$ cat config.mk
export PLATFORM = sky130hd
export DESIGN_NAME = pc_fetch_ctrl
export DESIGN_NICKNAME = d
export VERILOG_FILES = /design/src/rtl/pc_fetch_ctrl.sv
export SDC_FILE = /design/constraint.sdc
export NUM_CORES = 1
export LEC_CHECK = 0
export CORE_MARGIN = 2
export CORE_UTILIZATION = 38
export DETAILED_ROUTE_END_ITERATION = 8
export PLACE_DENSITY = 0.75
export SLEW_MARGIN = 5
export SYNTH_ARGS = -nofsm -noshare
export SYNTH_HDL_FRONTEND = slang
export SYNTH_SLANG_ARGS = --single-unit
$ cat constraint.sdc
create_clock -name clk -period 1.89 [get_ports clk]
set_input_delay 0.189 -clock clk [delete_from_list [all_inputs] [get_ports clk]]
set_output_delay 0.189 -clock clk [all_outputs]
set_load 0.01 [all_outputs]
$ cat src/rtl/pc_fetch_ctrl.sv
// pc_fetch_ctrl -- single-outstanding instruction fetch controller.
//
// Walks a program counter through instruction memory one request at a time.
// Each instruction goes through three states: FETCH issues the request, WAIT
// collects the response, and HOLD presents the instruction to decode until
// decode consumes it. A redirect (branch/jump) overrides every other event in
// the same cycle. A response that belongs to an abandoned request is dropped
// through the discard flag.
//
// Ports
//   clk            in   clock, all state updates on the rising edge
//   rst            in   synchronous active-high reset
//   redirect_valid in   one-cycle redirect request
//   redirect_pc    in   [N] redirect target (bits [1:0] ignored)
//   imem_req       out  fetch request (high only in FETCH, low in reset)
//   imem_addr      out  [N] fetch address (the current pc)
//   imem_ready     in   memory accepts the request this cycle
//   imem_rvalid    in   one-cycle read data valid
//   imem_rdata     in   [N] fetched instruction
//   instr_valid    out  held instruction is valid
//   instr_ready    in   decode consumes the held instruction
//   instr          out  [N] held instruction
//   instr_pc       out  [N] pc of the held instruction
//   pc_plus4       out  [N] instr_pc + 4, wrapping modulo 2^N

module pc_fetch_ctrl #(
    parameter int              N        = 32,
    parameter logic [N-1:0]    RESET_PC = 32'h00000000
) (
    input  logic         clk,
    input  logic         rst,
    input  logic         redirect_valid,
    input  logic [N-1:0] redirect_pc,
    output logic         imem_req,
    output logic [N-1:0] imem_addr,
    input  logic         imem_ready,
    input  logic         imem_rvalid,
    input  logic [N-1:0] imem_rdata,
    output logic         instr_valid,
    input  logic         instr_ready,
    output logic [N-1:0] instr,
    output logic [N-1:0] instr_pc,
    output logic [N-1:0] pc_plus4
);

    typedef enum logic [1:0] {
        FETCH = 2'd0,
        WAIT  = 2'd1,
        HOLD  = 2'd2
    } state_t;

    localparam logic [N-1:0] PC_STEP = N'(4);

    state_t         state_reg,       state_next;
    logic [N-1:0]   pc_reg,          pc_next;
    logic           discard_reg,     discard_next;
    logic           instr_valid_reg, instr_valid_next;
    logic [N-1:0]   instr_reg,       instr_next;
    logic [N-1:0]   instr_pc_reg,    instr_pc_next;

    // Word alignment: the two low pc bits are always zero, so redirect
    // targets and the reset pc are forced to a word boundary.
    logic [N-1:0]   redirect_target;
    logic [N-1:0]   reset_pc_aligned;
    logic [N-1:0]   pc_incr;
    logic           unused_low_bits;

    assign redirect_target  = {redirect_pc[N-1:2], 2'b00};
    assign reset_pc_aligned = {RESET_PC[N-1:2], 2'b00};
    assign pc_incr          = pc_reg + PC_STEP;
    assign unused_low_bits  = ^redirect_pc[1:0];

    // ------------------------------------------------------------------
    // State register
    // ------------------------------------------------------------------
    always_ff @(posedge clk) begin
        if (rst) begin
            state_reg       <= FETCH;
            pc_reg          <= reset_pc_aligned;
            discard_reg     <= 1'b0;
            instr_valid_reg <= 1'b0;
            instr_reg       <= '0;
            instr_pc_reg    <= '0;
        end else begin
            state_reg       <= state_next;
            pc_reg          <= pc_next;
            discard_reg     <= discard_next;
            instr_valid_reg <= instr_valid_next;
            instr_reg       <= instr_next;
            instr_pc_reg    <= instr_pc_next;
        end
    end

    // ------------------------------------------------------------------
    // Next-state logic. Redirect is evaluated first in every state so it
    // wins over acceptance, responses and consumption.
    // ------------------------------------------------------------------
    always_comb begin
        state_next       = state_reg;
        pc_next          = pc_reg;
        discard_next     = discard_reg;
        instr_valid_next = instr_valid_reg;
        instr_next       = instr_reg;
        instr_pc_next    = instr_pc_reg;

        unique case (state_reg)
            FETCH: begin
                // imem_rvalid is meaningless here: nothing is outstanding.
                if (redirect_valid) begin
                    pc_next = redirect_target;
                    if (imem_ready) begin
                        // The old address was accepted anyway; its reply
                        // must be thrown away when it comes back.
                        state_next   = WAIT;
                        discard_next = 1'b1;
                    end
                end else if (imem_ready) begin
                    state_next = WAIT;
                end
            end

            WAIT: begin
                if (redirect_valid) begin
                    pc_next = redirect_target;
                    if (imem_rvalid) begin
                        // Reply for the stale address arrives together with
                        // the redirect: drop it and refetch immediately.
                        state_next   = FETCH;
                        discard_next = 1'b0;
                    end else begin
                        discard_next = 1'b1;
                    end
                end else if (imem_rvalid) begin
                    if (discard_reg) begin
                        state_next   = FETCH;
                        discard_next = 1'b0;
                    end else begin
                        state_next       = HOLD;
                        instr_next       = imem_rdata;
                        instr_pc_next    = pc_reg;
                        instr_valid_next = 1'b1;
                    end
                end
            end

            HOLD: begin
                // imem_rvalid is ignored; instr/instr_pc stay frozen.
                if (redirect_valid) begin
                    pc_next          = redirect_target;
                    instr_valid_next = 1'b0;
                    state_next       = FETCH;
                end else if (instr_ready) begin
                    pc_next          = pc_incr;
                    instr_valid_next = 1'b0;
                    state_next       = FETCH;
                end
            end

            default: begin
                state_next = FETCH;
            end
        endcase
    end

    // ------------------------------------------------------------------
    // Outputs. Handshake outputs are gated by rst so they are low for the
    // whole time reset is asserted, including the very first reset cycle.
    // ------------------------------------------------------------------
    assign imem_req    = !rst && (state_reg == FETCH);
    assign imem_addr   = pc_reg;
    assign instr_valid = !rst && instr_valid_reg;
    assign instr       = instr_reg;
    assign instr_pc    = instr_pc_reg;
    assign pc_plus4    = instr_pc_reg + PC_STEP;

endmodule
==> reports/qor.log, run 1 <==
qor: run_status.run_status finished, violations left
qor: run_status.failed_checks setup timing
qor: placement.place_ws -0.338 ns
qor: global_route.antenna_found_initial 0
qor: clock_tree.clock_path_buffers 2
qor: global_route.met2_usage 40.4%
qor: timing.final.min_clock_period 2.01 ns
qor: worst_setup_path.start_kind register
qor: synthesis.netlist_instances 635
qor: worst_setup_path.critPathRequiredTime 1.70 ns
qor: hold_path.holdPathEnd imem_addr[7]
qor: global_route.grtUsageMet3 3.86%
qor: run.drv_cap 0
qor: routing.detailed_route_wire_length 17.3 mm
qor: final_layout.diodes 0
qor: synthesis.synth_edf_count 0
qor: synthesis.yosys.area.top_type_share 39.8%
qor: clock_tree.cts_tree built
qor: clock_tree.clock-sinks 96
qor: worst_setup_path.r2r_end imem_addr[18]
qor: synthesis.yosys-top-cells-area sky130_fd_sc_hd__dfxtp_1, sky130_fd_sc_hd__nand2_1, sky130_fd_sc_hd__a21oi_1
qor: routing.drt_pass1_iterations 5
qor: placement.port-buffer-count 191
qor: global_route.largest_net_degree_at_the_start_of_global_routing 53
qor: final_layout.storage_element_area 1940 um2
qor: worst_setup_path.timing.reg2reg.setup_slack 0.12 ns
qor: placement.gpl.final_weighted_congestion 0.896
qor: final_layout.final_nets 971
qor: clock_tree.insertion_delay 0.34 ns
qor: synthesis.synth_sequential_area_ratio 39.8%
qor: global_route.grt_pass1_wl 26.1 mm
qor: synthesis.post_synth_most_frequent_cells sky130_fd_sc_hd__nand2_1, sky130_fd_sc_hd__dfxtp_1, sky130_fd_sc_hd__a21oi_1, sky130_fd_sc_hd__nor2_1, sky130_fd_sc_hd__clkbuf_1
qor: final_layout.flow.area_growth_from_synthesis 67.0%
qor: worst_setup_path.timing.critical_path.to_type output pin
qor: timing.worst_slack -0.118 ns
qor: floorplan.die-width 117 um
qor: floorplan.num_rows 41
qor: routing.vias_per_cell 5.31
qor: timing.final_hold_slack 0.216 ns
qor: routing.drc 0
qor: power_and_ir_drop.vdd.ir_drop.worst 0.489 mV
qor: floorplan.io_pins 200
qor: power_and_ir_drop.pwr-share-seq 43.3%
qor: synthesis.yosys_reg_bits 96
qor: synthesis.synth.cell_area 4830 um2
qor: power_and_ir_drop.power.share.combinational 15.5%
qor: floorplan.die_area 13600 um2
qor: timing.skew 0.00387 ns
qor: routing.drtAntennaViolNets 0
qor: hold_path.worstHoldPathCells 2
qor: routing.via_count 5711
qor: global_route.first_global_vias 5235
qor: timing.post-route-period-util 106%
qor: clock_tree.cts.reportedPaths.clkPinSlew 0.07 ns
qor: final_layout.largest_reg_flops 32
qor: synthesis.dominantRegCellSynth sky130_fd_sc_hd__dfxtp_1
qor: synthesis.yosys.area.top_type sky130_fd_sc_hd__dfxtp_1
qor: hold_path.worst_hold_path_type in -> reg
qor: floorplan.start_util 38.6%
qor: timing.max-slew-margin-rel 66.3%
qor: clock_tree.cts_htree_levels 3
qor: final_layout.drive_gt1_share 22.5%
qor: worst_setup_path.timing_worst_setup_path_type reg -> out
qor: hold_path.hold_path_startpoint rst
qor: worst_setup_path.crit-reg2reg-launch imem_addr[2]
qor: worst_setup_path.worstPathArrival 1.82 ns
qor: synthesis.async_reset_ff_share 0%
qor: power_and_ir_drop.power.leakage 3.12 nW
qor: clock_tree.number_of_buffers_inserted_during_clock_tree_synthesis 9
qor: floorplan.die_h 117 um
qor: synthesis.yosys.cell_types.count 65
qor: timing.report.final.setup_viol 13
qor: global_route.grt_util_met1 32.1%
qor: final_layout.multiInputGateArea 2900 um2
qor: power_and_ir_drop.power.density 614 nW/um2
qor: synthesis.yosys_warnings 0
qor: placement.placed_cell_area 7550 um2
qor: synthesis.most_common_cell_in_the_synthesized_netlist sky130_fd_sc_hd__nand2_1
qor: global_route.grt_total_usage 24.2%
qor: routing.wl_per_cell 16.1 um
qor: global_route.grt-ovfl-total 0
qor: timing.rsz0062_at_grt true
qor: power_and_ir_drop.power.clock.fraction 41.3%
qor: timing.fmax 498 MHz
qor: worst_setup_path.worst-path-max-fanout 4
qor: power_and_ir_drop.net_switching_fraction_of_the_power 24.5%
qor: routing.drt_iter0_markers 412
qor: final_layout.finalInstanceArea 8070 um2
qor: final_layout.fill_cells 1079
qor: timing.final_hold_viol_count 0
qor: clock_tree.ctsRootBufferMaster sky130_fd_sc_hd__clkbuf_16
qor: placement.dp_hpwl 12.7 mm
qor: synthesis.synth_area_per_cell 7.61 um2
qor: floorplan.core_area 12500 um2
qor: power_and_ir_drop.internal-power 3.75 mW
qor: timing.tightest_slew 0.506 ns
qor: power_and_ir_drop.total_switching_power 1.21 mW
qor: worst_setup_path.reg2reg_depth 7
qor: global_route.grt.busiest_layer met2
qor: timing.timing_max_transition_violations_final 0
-- layout make-up --
cell class / instances / share of cell area (%)
tap: 172 / 2.67
sequential: 96 / 24.0
timing repair buffer: 297 / 32.9
inverter: 5 / 0.295
clock buffer: 11 / 3.13
clock inverter: 5 / 1.09
multi-input combinational: 490 / 35.9
-- per-layer routing --
layer | part of all wire, % | vias up
met5 | 0 | -
met4 | 1.7 | 0
met3 | 7.1 | 24
met2 | 48 | 258
met1 | 43 | 2680
li1 | - | 2749
-- placed cells by master, fill, tap and decap left out, types with 5 or more instances in the layout --
| cell | instances |
|---|---|
| sky130_fd_sc_hd__xnor2_2 | 5 |
| sky130_fd_sc_hd__buf_4 | 97 |
| sky130_fd_sc_hd__o21ai_0 | 11 |
| sky130_fd_sc_hd__a21oi_1 | 85 |
| sky130_fd_sc_hd__nand3_1 | 16 |
| sky130_fd_sc_hd__a31oi_1 | 5 |
| sky130_fd_sc_hd__a211oi_1 | 7 |
| sky130_fd_sc_hd__nand4_1 | 16 |
| sky130_fd_sc_hd__and3_1 | 8 |
| sky130_fd_sc_hd__nor3_1 | 13 |
| sky130_fd_sc_hd__xnor2_1 | 17 |
| sky130_fd_sc_hd__dfxtp_1 | 84 |
| sky130_fd_sc_hd__buf_2 | 18 |
| sky130_fd_sc_hd__nand2_1 | 162 |
| sky130_fd_sc_hd__nor2_4 | 7 |
| sky130_fd_sc_hd__buf_6 | 6 |
| sky130_fd_sc_hd__clkbuf_16 | 9 |
| sky130_fd_sc_hd__clkbuf_2 | 5 |
| sky130_fd_sc_hd__dfxtp_2 | 12 |
| sky130_fd_sc_hd__and4_1 | 6 |
| sky130_fd_sc_hd__nor2_1 | 25 |
| sky130_fd_sc_hd__xor2_1 | 6 |
| sky130_fd_sc_hd__nand3_2 | 5 |
| sky130_fd_sc_hd__conb_1 | 6 |
| sky130_fd_sc_hd__clkdlybuf4s50_1 | 162 |
-- power groups by stage --
stage	Combinational, mW	Sequential (mW)	Clock (mW)
after global routing	0.820	2.15	2.16
after CTS	0.760	2.14	2.07
after global placement	0.751	2.18	0
after floorplan	0.246	2.24	0
after detailed placement	0.760	2.19	0
final	0.767	2.15	2.05
-- worst max-delay path by stage --
stage,endpoint,depth (start not counted),slack (ns),startpoint
after floorplan,imem_addr[30],6,0.03,imem_addr[2]
after global placement,pc_plus4[27],6,-0.29,instr_pc[7]
after detailed placement,pc_plus4[27],6,-0.34,instr_pc[7]
after CTS,pc_plus4[29],7,-0.09,instr_pc[15]
after global routing,pc_plus4[28],8,-0.21,instr_pc[9]
final,pc_plus4[28],8,-0.12,instr_pc[9]
-- critical path, cell delays in order (launching register included) --
cell	delay [ns]
sky130_fd_sc_hd__dfxtp_1	0.34
sky130_fd_sc_hd__and4_4	0.25
sky130_fd_sc_hd__nand4_1	0.13
sky130_fd_sc_hd__buf_6	0.16
sky130_fd_sc_hd__nor2_4	0.08
sky130_fd_sc_hd__buf_6	0.13
sky130_fd_sc_hd__nand2_1	0.06
sky130_fd_sc_hd__xnor2_1	0.16
sky130_fd_sc_hd__buf_2	0.16
-- kinds of logic (layout without fill, tap and decap cells) --
logic type / count (synthesis) / in the layout / share of synthesized area, %
AO/OA/AOI/OAI: 151 / 151 / 19.1
adder cells (fa/ha/maj): 2 / 2 / 0.518
other: 1 / 6 / 0.0776
XOR/XNOR: 28 / 28 / 5.07
flip-flops: 96 / 96 / 39.8
AND/OR/NAND/NOR: 301 / 301 / 30.1
buffers and inverters: 54 / 318 / 4.99
multiplexers: 2 / 2 / 0.414
-- per-stage QoR --
step / total power, mW / utilization, % / std cells / TNS, ns
4_1_cts: 4.97 / 63.5 / 1072 / -0.681
3_5_place_dp: 2.95 / 60.3 / 1051 / -5.35
5_1_grt: 5.13 / 64.5 / 1076 / -1.87
2_1_floorplan: 2.49 / - / 640 / 0
6_report: 4.96 / 64.5 / 1076 / -0.620
3_3_place_gp: 2.93 / 60.3 / 1051 / -4.23
-- timing repair --
item                                    in CTS  in global routing
pin swaps                                   18                 17
buffers inserted                             5                  4
endpoints found under the setup margin      27                 27
gates resized for setup                    118                 39
hold buffers                                 0                  0
Power figures use the tool's default switching activity.
==> run 2: changes to the inputs <==
==> constraint.sdc (replaced) <==
create_clock -name clk -period 1.89 [get_ports clk]
set_input_delay 0.378 -clock clk [delete_from_list [all_inputs] [get_ports clk]]
set_output_delay 0.378 -clock clk [all_outputs]
set_load 0.01 [all_outputs]
==> run 2 against run 1 <==
The run still ends with setup timing left. Critical path depth down 1. Sequential power barely moved. Core utilization down 0.34 points. Largest power group unchanged. Sequential share of layout area increased by 0.13 points. Die area stayed put. Critical path type unchanged. Largest cell class unchanged. Cell area fell by 0.53%. Via count is 0.74% lower.
==> reports/qor.log, run 2 (synthesis results as in run 1) <==
qor: floorplan.core_area 12500 um2 [unchanged]
qor: power_and_ir_drop.power.leakage 3.12 nW [about the same]
qor: run_status.failed_checks setup timing [unchanged]
qor: timing.fmax 465 MHz [was 498 MHz]
qor: timing.tightest_slew 0.529 ns [was 0.506 ns]
qor: placement.dp_hpwl 12.8 mm [was 12.7 mm]
qor: routing.drt_pass1_iterations 5 [unchanged]
qor: placement.gpl.final_weighted_congestion 0.887 [was 0.896]
qor: worst_setup_path.crit_path_top_delay_cell sky130_fd_sc_hd__dfxtp_2 [was sky130_fd_sc_hd__dfxtp_1]
qor: global_route.grt_total_usage 24.2% [about the same]
qor: final_layout.largest_reg_flops 32 [unchanged]
qor: final_layout.layoutNonFillerInstCount 1085 [was 1076]
qor: routing.wl_per_cell 15.8 um [was 16.1 um]
qor: final_layout.finalInstanceArea 8030 um2 [was 8070 um2]
qor: global_route.grt_pass1_wl 26.2 mm [was 26.1 mm]
qor: floorplan.num_rows 41 [unchanged]
qor: clock_tree.number_of_buffers_inserted_during_clock_tree_synthesis 9 [unchanged]
qor: floorplan.die_h 117 um [unchanged]
qor: worst_setup_path.critPathBufInv 2 [was 3]
qor: clock_tree.cts_htree_levels 3 [unchanged]
qor: global_route.first_global_vias 5279 [was 5235]
qor: worst_setup_path.start_kind register [unchanged]
qor: timing.worst_slack -0.259 ns [was -0.118 ns]
qor: worst_setup_path.timing.critical_path.to_type output pin [unchanged]
qor: clock_tree.clock-sinks 96 [unchanged]
qor: timing.report.final.setup_viol 22 [was 13]
qor: floorplan.io_pins 200 [unchanged]
qor: final_layout.diodes 0 [unchanged]
qor: global_route.grt-ovfl-total 0 [unchanged]
qor: timing.final_hold_viol_count 0 [unchanged]
qor: routing.detailed_route_wire_length 17.1 mm [was 17.3 mm]
qor: floorplan.die-width 117 um [unchanged]
qor: power_and_ir_drop.vdd.ir_drop.worst 0.386 mV [was 0.489 mV]
qor: worst_setup_path.critPathRequiredTime 1.51 ns [was 1.70 ns]
qor: clock_tree.clock_path_buffers 2 [unchanged]
qor: placement.port-buffer-count 191 [unchanged]
qor: routing.drtAntennaViolNets 0 [unchanged]
qor: final_layout.final_nets 981 [was 971]
qor: clock_tree.cts_tree built [unchanged]
qor: final_layout.fill_cells 1111 [was 1079]
qor: run.drv_cap 0 [unchanged]
qor: worst_setup_path.timing_worst_setup_path_type reg -> out [unchanged]
qor: global_route.antenna_found_initial 0 [unchanged]
qor: timing.rsz0062_at_grt true [unchanged]
qor: timing.timing_max_transition_violations_final 0 [unchanged]
qor: clock_tree.insertion_delay 0.34 ns [about the same]
qor: final_layout.drive_gt1_share 23.2% [was 22.5%]
qor: final_layout.final_cell_mix sky130_fd_sc_hd__nand2_1, sky130_fd_sc_hd__clkdlybuf4s50_1, sky130_fd_sc_hd__buf_4, sky130_fd_sc_hd__dfxtp_1, sky130_fd_sc_hd__a21oi_1 [was sky130_fd_sc_hd__nand2_1, sky130_fd_sc_hd__clkdlybuf4s50_1, sky130_fd_sc_hd__buf_4, sky130_fd_sc_hd__a21oi_1, sky130_fd_sc_hd__dfxtp_1]
qor: floorplan.start_util 38.6% [unchanged]
qor: floorplan.die_area 13600 um2 [unchanged]
qor: timing.fin_setup_tns -3.57 ns [was -0.620 ns]
qor: timing.skew 0.00944 ns [was 0.00387 ns]
qor: hold_path.worst_hold_path_type reg -> reg [was in -> reg]
qor: timing.max-slew-margin-rel 64.7% [was 66.3%]
qor: placement.placed_cell_area 7620 um2 [was 7550 um2]
qor: global_route.largest_net_degree_at_the_start_of_global_routing 63 [was 53]
qor: timing.post-route-period-util 114% [was 106%]
qor: routing.drt_iter0_markers 366 [was 412]
qor: worst_setup_path.critical_path.cell_chain and4_4 > nand3_2 > buf_6 > nor2_4 > nand4_1 > xnor2_2 > buf_2 [was and4_4 > nand4_1 > buf_6 > nor2_4 > buf_6 > nand2_1 > xnor2_1 > buf_2]
qor: routing.drc 0 [unchanged]
qor: worst_setup_path.critical_path.top_delay_family simple AND/OR/NAND/NOR gates [unchanged]
qor: final_layout.flow.area_growth_from_synthesis 66.1% [was 67.0%]
qor: clock_tree.cts.reportedPaths.clkPinSlew 0.07 ns [about the same]
qor: worst_setup_path.max_stage_delay 0.34 ns [about the same]
qor: placement.placed_cells_incl_taps 1058 [was 1051]
qor: timing.final.min_clock_period 2.15 ns [was 2.01 ns]
qor: clock_tree.cts_hold_buffers 0 [unchanged]
qor: timing.final_hold_slack 0.455 ns [was 0.216 ns]
qor: run_status.run_status finished, violations left [unchanged]
qor: routing.vias_per_cell 5.22 [was 5.31]
qor: routing.via_count 5669 [was 5711]
qor: power_and_ir_drop.power.density 577 nW/um2 [was 614 nW/um2]
qor: power_and_ir_drop.total_power 4.63 mW [was 4.96 mW]
qor: worst_setup_path.worst-path-max-fanout 4 [unchanged]
qor: clock_tree.ctsRootBufferMaster sky130_fd_sc_hd__clkbuf_16 [unchanged]
qor: worst_setup_path.worstPathArrival 1.77 ns [was 1.82 ns]
## run 2: cell count changes in the layout (fill, tap and decap cells not counted), moves of 3 or more
cell	change
sky130_fd_sc_hd__dfxtp_1	+4
sky130_fd_sc_hd__dfxtp_2	-6
sky130_fd_sc_hd__buf_2	+7
sky130_fd_sc_hd__nand3_2	+3
sky130_fd_sc_hd__clkinv_2	+3
sky130_fd_sc_hd__clkbuf_2	-5
sky130_fd_sc_hd__nand2_2	+4
sky130_fd_sc_hd__buf_4	+12
## run 2: path summary, 6_finish.rpt
check                     start            end  slack, ns  depth (start not counted)
setup / recovery    instr_pc[6]   pc_plus4[27]      -0.26                          7
hold / removal        instr[24]      instr[24]       0.45                          2
setup reg to reg  imem_addr[18]  imem_addr[30]       0.10                          5
hold reg to reg       instr[24]      instr[24]       0.45                          2
## run 2: metrics by stage
step	util (%)	setup slack (ns)
final	64.1	-0.259
after detailed placement	60.9	-0.522
after global routing	64.1	-0.347
after global placement	60.9	-0.498
after CTS	63.2	-0.282
after floorplan	-	0.00447
## run 2: area by class of cell
class	count	area (um2)	area share [%]
clock buffer	10	239	2.98
clock inverter	5	32.5	0.405
inverter	5	21.3	0.265
multi-input combinational	490	2870	35.7
sequential	96	1940	24.1
tap	172	215	2.68
timing repair buffer	307	2720	33.8
## run 2: worst reg2reg max path, stage by stage (launching register included)
cell                       delay, ns
sky130_fd_sc_hd__dfxtp_1        0.35
sky130_fd_sc_hd__nand4_1        0.21
sky130_fd_sc_hd__nor2_2         0.28
sky130_fd_sc_hd__nand4_2        0.18
sky130_fd_sc_hd__or4_1          0.49
sky130_fd_sc_hd__o221ai_1       0.20
## run 2: metal layers
metal / global-route usage (%) / part of all wire, %
met4: 7.92 / 1.5
met1: 31.9 / 43
met2: 41.2 / 49
met3: 3.35 / 6.6
met5: 0 / 0
## run 2: repair_timing
item                       4_1_cts  5_1_grt
resized for setup              134       20
setup endpoints to repair       30       39
buffers inserted                 3        9
pin swaps                       22       19
## run 2: power breakdown
| group | switching, mW | internal [mW] |
|---|---|---|
| logic | 0.358 | 0.415 |
| registers | 0.0545 | 2.09 |
| clock network | 0.791 | 0.922 |
| total | 1.20 | 3.43 |
